<file path="config.mk">
export PLATFORM = sky130hd
export DESIGN_NAME = mult_seq_ctrl
export DESIGN_NICKNAME = d
export VERILOG_FILES = /design/src/rtl/mult_seq_ctrl.sv
export SDC_FILE = /design/constraint.sdc
export NUM_CORES = 1
export LEC_CHECK = 0
export CAP_MARGIN = 20
export CORE_MARGIN = 2
export CORE_UTILIZATION = 50
export CTS_BUF_LIST = sky130_fd_sc_hd__clkbuf_2
export CTS_CLUSTER_DIAMETER = 150
export DETAILED_ROUTE_END_ITERATION = 10
export PLACE_DENSITY_LB_ADDON = 0.12
export SYNTH_ARGS = -nofsm -noshare
export SYNTH_HDL_FRONTEND = slang
export SYNTH_SLANG_ARGS = --single-unit
</file>
<file path="constraint.sdc">
create_clock -name clk -period 5.45 [get_ports clk]
set_clock_uncertainty 0.2 [all_clocks]
set_input_delay 0.8175 -clock clk [delete_from_list [all_inputs] [get_ports clk]]
set_output_delay 0.8175 -clock clk [all_outputs]
set_load 0.02 [all_outputs]
</file>
<file path="src/rtl/mult_seq_ctrl.sv">
// Sequential 8x8 unsigned multiplier feeding the synreg product register via clk_en/sclr_n.
// Optional `MULT_SEQ_ZERO_SKIP_EN: a zero operand at start jumps straight to DONE.
module mult_seq_ctrl #(
    parameter bit ERR_CLR = 1'b1
) (
    input  logic        clk,
    input  logic        reset_a,
    input  logic        start,
    input  logic [7:0]  dataa,
    input  logic [7:0]  datab,
    output logic [15:0] product,
    output logic        reg_clk_en,
    output logic        reg_sclr_n,
    output logic        done,
    output logic        busy,
    output logic [2:0]  state_out
);

    typedef enum logic [2:0] {
        S_IDLE = 3'd0,
        S_PP0  = 3'd1,
        S_PP1  = 3'd2,
        S_PP2  = 3'd3,
        S_PP3  = 3'd4,
        S_DONE = 3'd5,
        S_ERR  = 3'd6
    } state_t;

    state_t      state_q, state_d;
    logic [7:0]  a_q, a_d;
    logic [7:0]  b_q, b_d;
    logic [15:0] acc_q, acc_d;

    logic [3:0]  a_nib, b_nib;
    logic [3:0]  shamt;
    logic [7:0]  nib_prod;
    logic [15:0] pp_term;

    always_ff @(posedge clk or posedge reset_a) begin
        if (reset_a) begin
            state_q <= S_IDLE;
            a_q     <= '0;
            b_q     <= '0;
            acc_q   <= '0;
        end else begin
            state_q <= state_d;
            a_q     <= a_d;
            b_q     <= b_d;
            acc_q   <= acc_d;
        end
    end

    // Nibble pair and weight of the partial product for the current PP state
    always_comb begin
        a_nib = a_q[3:0];
        b_nib = b_q[3:0];
        shamt = 4'd0;
        case (state_q)
            S_PP1: begin a_nib = a_q[7:4]; shamt = 4'd4; end
            S_PP2: begin b_nib = b_q[7:4]; shamt = 4'd4; end
            S_PP3: begin a_nib = a_q[7:4]; b_nib = b_q[7:4]; shamt = 4'd8; end
            default: ;
        endcase
        nib_prod = {4'h0, a_nib} * {4'h0, b_nib};
        pp_term  = {8'h00, nib_prod} << shamt;
    end

    always_comb begin
        state_d = state_q;
        a_d     = a_q;
        b_d     = b_q;
        acc_d   = acc_q;
        case (state_q)
            S_IDLE: begin
                if (start) begin
                    a_d   = dataa;
                    b_d   = datab;
                    acc_d = '0;
`ifdef MULT_SEQ_ZERO_SKIP_EN
                    state_d = ((dataa == 8'h00) || (datab == 8'h00)) ? S_DONE : S_PP0;
`else
                    state_d = S_PP0;
`endif
                end
            end
            S_PP0, S_PP1, S_PP2, S_PP3: begin
                if (start) begin
                    state_d = S_ERR;
                end else begin
                    acc_d = acc_q + pp_term;
                    case (state_q)
                        S_PP0:   state_d = S_PP1;
                        S_PP1:   state_d = S_PP2;
                        S_PP2:   state_d = S_PP3;
                        default: state_d = S_DONE;
                    endcase
                end
            end
            S_DONE:  state_d = S_IDLE;
            S_ERR:   state_d = start ? S_ERR : S_IDLE;
            default: state_d = S_IDLE;
        endcase
    end

    always_comb begin
        done       = 1'b0;
        busy       = 1'b0;
        reg_clk_en = 1'b0;
        reg_sclr_n = 1'b1;
        case (state_q)
            S_PP0, S_PP1, S_PP2, S_PP3: busy = 1'b1;
            S_DONE: begin
                done       = 1'b1;
                reg_clk_en = 1'b1;
            end
            S_ERR: begin
                reg_clk_en = ERR_CLR;
                reg_sclr_n = 1'b0;
            end
            default: ;
        endcase
    end

    assign state_out = state_q;
    assign product   = acc_q;

endmodule

</file>
==> results.toml <==
[outcome]
status = "completed"

[yosys]
synth.avg_cell_area_um2 = 9.47
ys_warn_count = 0
synth_top_flop_cell = "dfrtp_1"
synth_edf_count = 0
netlist_instances = 294
postSynth.asyncResetShare_pct = 100
ys_ff_latch = 35
synth.distinct_cells = 52
synthesis.nets = 345
ys_seq_area_share_pct = 31.4
synth.cell_area_um2 = 2790

[floorplanning]
rows = 27
design.portCount = 42
die-height_um = 78.6
dieWidth_um = 78.6
start_util_pct = 51.2
dieArea_um2 = 6180
core_um2 = 5440

[worst_setup_path]
criticalPathCategory = "register to register"
cp_data_required_time_ns = 5.54
end_kind = "register"
r2r-start = "state_out[1]"
reg2regPathDepth = 23
critPathMaxFanout = 6
reg2reg_to = "product[15]"
cp.arrival_ns = 5.46
reg2reg_slack_ns = 0.09
startpoint_type = "register"

[grt]
grt_pass1_vias = 2266
grt_usage_pct = 21.5
grt_max_degree = 36
grt_pass1_wl_mm = 10.6
antenna_found_initial = 0
grt_overflow = 0

[sta]
setup_viol = 0
tightest_slew_ns = 0.762
max_freq_ghz = 0.186
whs_ns = 0.288
setup_tns_ns = 0
period_share_pct = 98.4
slew_headroom_pct = 49.1
hold_viol = 0
rsz0062_at_grt = "true"
fin_crit_ns = 5.36
slew_violations = 0

[clock_tree]
cts_buffers = 5
cts-root-buf = "clkbuf_2"
clkTransAtPathRegs_ns = 0.20
clock_sinks = 35
htreeDepth = 2
cts_tree = "built"
insertion_delay_ns = 0.40
clockBufferDepth = 2

[detailed_routing]
dr.pass1.iters = 6
drt_iter0_markers = 98
routedWlPerCell_um = 14.6
wirelength_mm = 6.40
drc = 0
vias = 2429
avgViaCountPerCell = 5.55
final_antenna_net_count = 0

[placed_design]
portBuffers = 41
dp_hpwl_mm = 4.67
gp_congestion = 0.844

[hold_path]
hold_class = "register to register"
whs_endpoint = "product[15]"
worstHoldPathCells = 1
hp-start = "product[15]"

[cells_and_area]
layout.nets = 416
n_antenna_cell = 0
final_common_cell = "clkdlybuf4s50_1"
drive_gt1_share_pct = 29.5
layout_common_cells = "clkdlybuf4s50_1 (41), dfrtp_1 (32), buf_4 (32)"
area_growth_pct = 34.5

[job]
maxCapViolCount = 0
[kinds of logic after synthesis]
group / count (synthesis) / share of synthesized area (%)
flip-flops: 35 / 31.4
AO/OA/AOI/OAI: 76 / 18.3
multiplexers: 26 / 10.2
adder cells (fa/ha/maj): 32 / 15.7
AND/OR/NAND/NOR: 90 / 16.5
XOR/XNOR: 15 / 4.72
buffers and inverters: 20 / 3.05
[sequential cells by signal (all words and copies together), names as in the netlist]
register and count:
state_out 3, b_q 8, product 16, a_q 8
[how the worst max path moves through the flow]
stage            startpoint  cells after the start  slack, ns           to
6_report       state_out[1]                     23       0.09  product[15]
5_1_grt        state_out[1]                     23      -0.14  product[15]
4_1_cts        state_out[2]                     23     -0.001  product[15]
3_5_place_dp   state_out[1]                     24      -0.08  product[15]
3_3_place_gp   state_out[1]                     24      -0.05  product[15]
2_1_floorplan  state_out[1]                     23      0.008  product[12]
[worst max-delay path, stage by stage (launching register included)]
cell and delay [ns]:
dfrtp_2 0.51, nor2_4 0.16, nor2b_4 0.06, nor2_4 0.20, mux2i_2 0.11, or2_4 0.26, fa_1 0.54, inv_1 0.05
fa_1 0.57, ha_4 0.22, a211oi_2 0.16, o21bai_1 0.08, a21oi_1 0.16, xor2_1 0.22, buf_4 0.15, buf_4 0.11
o22ai_1 0.10, ha_2 0.41, nand3_1 0.16, nor3_2 0.24, o21ai_2 0.11, a211oi_2 0.25, nor3_2 0.08, mux2i_1 0.14
[Yosys cell counts (all sizes together), types with 7 or more instances]
| library cell | number | share of area, % |
|---|---|---|
| dfrtp | 35 | 31 |
| nor2 | 30 | 4.7 |
| ha | 27 | 12 |
| a21oi | 23 | 4.7 |
| o21ai | 22 | 4.0 |
| nand2 | 20 | 2.7 |
| mux2 | 17 | 6.9 |
| nand3 | 13 | 2.3 |
| inv | 10 | 1.3 |
| mux2i | 9 | 3.4 |
| xor2 | 9 | 2.8 |
| a21o | 8 | 2.2 |
| a211oi | 7 | 2.2 |
| nor3 | 7 | 1.8 |
[layout make-up]
type | count | area (um2)
well taps | 72 | 90.1
clock inverters | 2 | 60.1
clock buffers | 6 | 30.0
fillers | 453 | 1690
multi-input cells | 239 | 1990
flip-flops and latches | 35 | 880
repair buffers | 74 | 662
inverters | 10 | 37.5
[metal layers]
layer  GRT usage [%]  routed length [um]  up-vias
met5               0                   0        -
met4            5.79                  63        0
met3            4.25                 213        5
met2            32.1                3010       40
met1            31.7                3110     1181
li1                -                   -     1203
[per-stage QoR]
| step | setup WS (ns) | std cells | cell area [um2] | util, % |
|---|---|---|---|---|
| 3_5_place_dp | -0.0806 | 419 | 3420 | 62.8 |
| 4_1_cts | -0.000982 | 432 | 3550 | 65.3 |
| 6_report | 0.0859 | 438 | 3750 | 68.9 |
| 3_3_place_gp | -0.0478 | 419 | 3420 | 62.8 |
| 5_1_grt | -0.144 | 438 | 3750 | 68.9 |
| 2_1_floorplan | 0.00824 | 294 | 2800 | - |
[timing repair]
action | 4_1_cts | 5_1_grt
setup buffers | 5 | 6
pin swaps | 6 | 31
gates resized for setup | 3 | 32
endpoints found under the setup margin | 4 | 7
hold buffers | 0 | 0
Power is left out: the tool's default activity adds up to more than one toggle a clock period on the data nets, which glitch-free logic cannot reach.
